===== src/rtl/adder_port_arbiter.sv =====
// Round-robin scheduler that shares one combinational adder among N_REQ requesters
// and registers the result into a single response slot. Optional macro: ADDER_ARB_SUB_EN.
module adder_port_arbiter #(
  parameter  int N_REQ = 4,
  parameter  int WIDTH = 32,
  localparam int ID_W  = (N_REQ > 1) ? $clog2(N_REQ) : 1
) (
  input  logic                   clk,
  input  logic                   rst,
  input  logic [N_REQ-1:0]       req_valid,
  output logic [N_REQ-1:0]       req_ready,
  input  logic [N_REQ*WIDTH-1:0] req_a,
  input  logic [N_REQ*WIDTH-1:0] req_b,
  input  logic [N_REQ-1:0]       req_cin,
`ifdef ADDER_ARB_SUB_EN
  input  logic [N_REQ-1:0]       req_sub,
`endif
  output logic [WIDTH-1:0]       add_a,
  output logic [WIDTH-1:0]       add_b,
  output logic                   add_cin,
  input  logic [WIDTH-1:0]       add_sum,
  input  logic                   add_cout,
  input  logic                   add_overflow,
  output logic                   rsp_valid,
  input  logic                   rsp_ready,
  output logic [ID_W-1:0]        rsp_id,
  output logic [WIDTH-1:0]       rsp_sum,
  output logic                   rsp_cout,
  output logic                   rsp_overflow,
  output logic [15:0]            txn_count
);

  localparam int SUM_W = ID_W + 1;

  typedef enum logic {
    EMPTY = 1'b0,
    FULL  = 1'b1
  } state_t;

  state_t           state;
  logic [ID_W-1:0]  ptr;
  logic [ID_W-1:0]  grant;
  logic [ID_W-1:0]  next_ptr;
  logic [SUM_W-1:0] cand;
  logic             any_valid;
  logic             can_accept;
  logic             accept;

  // Round-robin search starting at ptr; the first valid index found wins.
  always_comb begin
    // NOTE: every combinational output gets a default first so no path infers a latch.
    grant     = ptr;
    any_valid = 1'b0;
    cand      = '0;
    for (int off = 0; off < N_REQ; off++) begin
      cand = {1'b0, ptr} + SUM_W'(off);
      if (cand >= SUM_W'(N_REQ)) cand = cand - SUM_W'(N_REQ);
      if (!any_valid && req_valid[cand[ID_W-1:0]]) begin
        any_valid = 1'b1;
        grant     = cand[ID_W-1:0];
      end
    end
  end

  // Reset masks acceptance so no transaction slips in on a reset edge.
  assign can_accept = !rst && ((state == EMPTY) || rsp_ready);
  assign accept     = can_accept && any_valid;
  assign next_ptr   = (grant == ID_W'(N_REQ - 1)) ? '0 : grant + ID_W'(1);
  assign rsp_valid  = (state == FULL);

  always_comb begin
    req_ready = '0;
    if (accept) req_ready[grant] = 1'b1;
  end

  always_comb begin
    add_a   = '0;
    add_b   = '0;
    add_cin = 1'b0;
    if (any_valid) begin
      add_a = req_a[int'(grant)*WIDTH +: WIDTH];
`ifdef ADDER_ARB_SUB_EN
      if (req_sub[grant]) begin
        add_b   = ~req_b[int'(grant)*WIDTH +: WIDTH];
        add_cin = 1'b1;
      end else begin
        add_b   = req_b[int'(grant)*WIDTH +: WIDTH];
        add_cin = req_cin[grant];
      end
`else
      add_b   = req_b[int'(grant)*WIDTH +: WIDTH];
      add_cin = req_cin[grant];
`endif
    end
  end

  // Response slot FSM; refill takes priority over drain so rsp_valid stays high.
  always_ff @(posedge clk) begin
    // NOTE: sequential state uses non-blocking assignments only.
    if (rst) begin
      state        <= EMPTY;
      ptr          <= '0;
      rsp_id       <= '0;
      rsp_sum      <= '0;
      rsp_cout     <= 1'b0;
      rsp_overflow <= 1'b0;
      txn_count    <= '0;
    end else if (accept) begin
      state        <= FULL;
      ptr          <= next_ptr;
      rsp_id       <= grant;
      rsp_sum      <= add_sum;
      rsp_cout     <= add_cout;
      rsp_overflow <= add_overflow;
      txn_count    <= txn_count + 16'd1;
    end else if ((state == FULL) && rsp_ready) begin
      state <= EMPTY;
    end
  end

endmodule


===== config.mk =====
export PLATFORM = sky130hd
export DESIGN_NAME = adder_port_arbiter
export DESIGN_NICKNAME = d
export VERILOG_FILES = /design/src/rtl/adder_port_arbiter.sv
export SDC_FILE = /design/constraint.sdc
export NUM_CORES = 1
export LEC_CHECK = 0
export ABC_AREA = 1
export CAP_MARGIN = 30
export CORE_AREA = 2 2 164 166
export DETAILED_ROUTE_END_ITERATION = 12
export DIE_AREA = 0 0 166 168
export GPL_ROUTABILITY_DRIVEN = 0
export PLACE_DENSITY = 0.66
export SYNTH_ARGS = -nofsm -noshare
export SYNTH_HDL_FRONTEND = slang
export SYNTH_SLANG_ARGS = --single-unit
export TNS_END_PERCENT = 1

===== constraint.sdc =====
create_clock -name clk -period 5.9 [get_ports clk]
set_input_delay 1.18 -clock clk [delete_from_list [all_inputs] [get_ports clk]]
set_output_delay 1.18 -clock clk [all_outputs]
set_load 0.05 [all_outputs]

==> reports/metrics.yaml <==
hold_path:
  holdPathStages: 2
  worstHoldPathType: "reg2reg"
clock_tree:
  cts_resized: 0
  insertion_delay_ns: 0.29
  clkTransAtPathRegs_ns: 0.08
  numCtsBuffers: 5
  cts.sinks: 55
  cts_root_buf: "clkbuf_16"
  post_cts_buffers: 0
  cts_tree: "yes"
  htreeDepth: 2
  ctsHoldBuffers: 0
  cts_max_path_buffers: 2
die:
  start_util_pct: 22.5
  die_w_um: 166
  fp-row-count: 60
  ios: 423
  die_height_um: 168
  core_area_mm2: 0.0264
  die_area_mm2: 0.0279
run:
  maxCapViolCount: 0
global_routing:
  groute.usage.overall_pct: 19.1
  grt_pass1_wl_um: 43400
  antenna_found_initial: 4
  grt_pass1_vias: 7975
  overflow: 0
  grt_max_degree: 127
synthesis:
  synth_area_leader_cell: "nand2_1"
  synth_area_leaders: "nand2_1 34%, dfxtp_1 19%, nor2_1 9.2%"
  yosysTopAreaCellShare_pct: 34.1
  synth_fp_nets: 1462
  synth-seq-area-share_pct: 18.6
  synth_cell_type_count: 28
  syn_area_per_cell_um2: 5.12
  yosys_warnings: 0
  ys_ff_latch: 55
  netlist_area_mm2: 0.00592
  syn-instance-count: 1156
drt:
  antenna_left: 0
  dr.pass1.iters: 5
  vias_per_cell: 4.48
  avgRoutedWirePerCell_um: 15.2
  drt_wl_total_um: 28200
  vias: 8334
  dr.first_iter.drc_count: 630
  remaining_drc_errors: 0
finish:
  final_nets: 1820
  area_growth_pct: 88.8
  drive_gt1_share_pct: 6.54
timing:
  fmax_mhz: 196
  drv_slew: 0
  hold_slack_ns: 0.483
  totalNegativeSetupSlack_ns: 0
  worst_pin_slew_ns: 0.769
  period_share_pct: 86.3
  setup_viol: 0
  clock_skew_ns: 0.0112
  max_slew_margin_pct: 48.6
  min_period_ns: 5.09
  rsz0062_at_grt: "no"
  hold_viol: 0
worst_setup_path:
  r2r_slack_ns: 2.80
  startpoint_type: "input pin"
  path_max_fanout: 37
  crit_path_end_kind: "primary output"
  crit_arrival_ns: 3.91
  critPathKind: "in2out"
  cp_data_required_time_ns: 4.72
  reg2reg_depth: 11
status:
  status: "completed"
place:
  portBuffers: 422
  dp_hpwl_um: 21800
## cells in the mapped netlist
| library cell | number |
|---|---|
| nand2_1 | 538 |
| nor2_1 | 145 |
| inv_1 | 91 |
| nand3_1 | 83 |
| nand3b_1 | 66 |
| dfxtp_1 | 55 |
| o21ai_0 | 41 |
| buf_2 | 30 |
| clkbuf_1 | 26 |
| a21oi_1 | 15 |
| buf_4 | 14 |
| buf_1 | 9 |
| nor3_1 | 8 |
| xor2_1 | 6 |
| ha_1 | 5 |
| nand2_2 | 4 |
| buf_6 | 3 |
| inv_2 | 3 |
| nand4_1 | 3 |
| nor4_1 | 2 |
| xnor2_1 | 2 |
| and3_1 | 1 |
| nand4_2 | 1 |
| nor2_4 | 1 |
| nor3b_1 | 1 |
| o21a_1 | 1 |
| o21ai_2 | 1 |
| or2_2 | 1 |
## cell families after synthesis
group	synth area share, %
buffers and inverters	13.1
adder cells (fa/ha/maj)	1.06
flip-flops	18.6
XOR/XNOR	1.18
AO/OA/AOI/OAI	5.01
AND/OR/NAND/NOR	61.1
## per-stage QoR
step | cell area [um2] | util [%] | setup WS, ns | instances
final | 11200 | 42.4 | 0.806 | 1859
after global routing | 11200 | 42.4 | 0.545 | 1859
after CTS | 11200 | 42.4 | 0.775 | 1855
after detailed placement | 11000 | 41.7 | 0.783 | 1848
after global placement | 11000 | 41.7 | 0.869 | 1848
after floorplan | 5920 | - | 1.63 | 1156
## registers in the layout (all words and copies together), names as in the netlist
| signal | count |
|---|---|
| rsp_overflow | 1 |
| rsp_valid | 1 |
| rsp_cout | 1 |
| ptr | 2 |
| txn_count | 16 |
| rsp_sum | 32 |
| rsp_id | 2 |
## worst max-delay path: stages
cell and delay, ns:
clkdlybuf4s50_1 0.49, inv_1 0.07, nand2_1 0.06, nand2_1 0.09, o21ai_2 0.23, nand4_4 0.27, nand2_1 0.15, nand2_1 0.09
nand2_4 0.38, buf_4 0.41, nor2_1 0.07, nor2_1 0.23, buf_12 0.17
## cell usage in the layout, fill, tap and decap left out, drive strengths merged
cell type | synthesis | layout
diode | 0 | 4
a21oi | 15 | 15
clkbuf | 26 | 5
xnor2 | 2 | 2
nor3 | 8 | 8
or2 | 1 | 1
o21ai | 42 | 42
dfxtp | 55 | 55
o21a | 1 | 1
inv | 94 | 95
nor2 | 146 | 146
nand4 | 4 | 4
nand2 | 542 | 542
ha | 5 | 5
nor4 | 2 | 2
and3 | 1 | 1
nand3 | 83 | 83
bufinv | 0 | 1
clkdlybuf4s50 | 0 | 353
nor3b | 1 | 1
nand3b | 66 | 66
buf | 56 | 80
xor2 | 6 | 6
## metal layers
| metal | share of wire, % | global-route usage, % | vias up |
|---|---|---|---|
| li1 | - | - | 4254 |
| met1 | 42 | 23.1 | 3681 |
| met2 | 47 | 32.7 | 361 |
| met3 | 8.6 | 5.01 | 38 |
| met4 | 2.8 | 6.65 | 0 |
| met5 | 0 | 0 | - |
## final timing paths
kind / endpoint / start
worst min register to register: rsp_sum[30] / rsp_sum[30]
worst max-delay path: add_b[28] / req_valid[2]
worst max register to register: ptr[1] / ptr[0]
worst min-delay path: rsp_sum[30] / rsp_sum[30]
## cell type report
cell class / count / area, um2
Inverter: 94 / 353
Sequential cell: 55 / 1100
Tap cell: 341 / 427
Timing Repair Buffer: 433 / 5050
Antenna cell: 4 / 10.0
Multi-Input combinational cell: 925 / 4070
Fill cell: 2689 / 15200
Clock buffer: 5 / 125
Clock inverter: 2 / 41.3
Power is not shown: default switching activity piles up to over one toggle a cycle in this logic, so the estimate is an artifact.
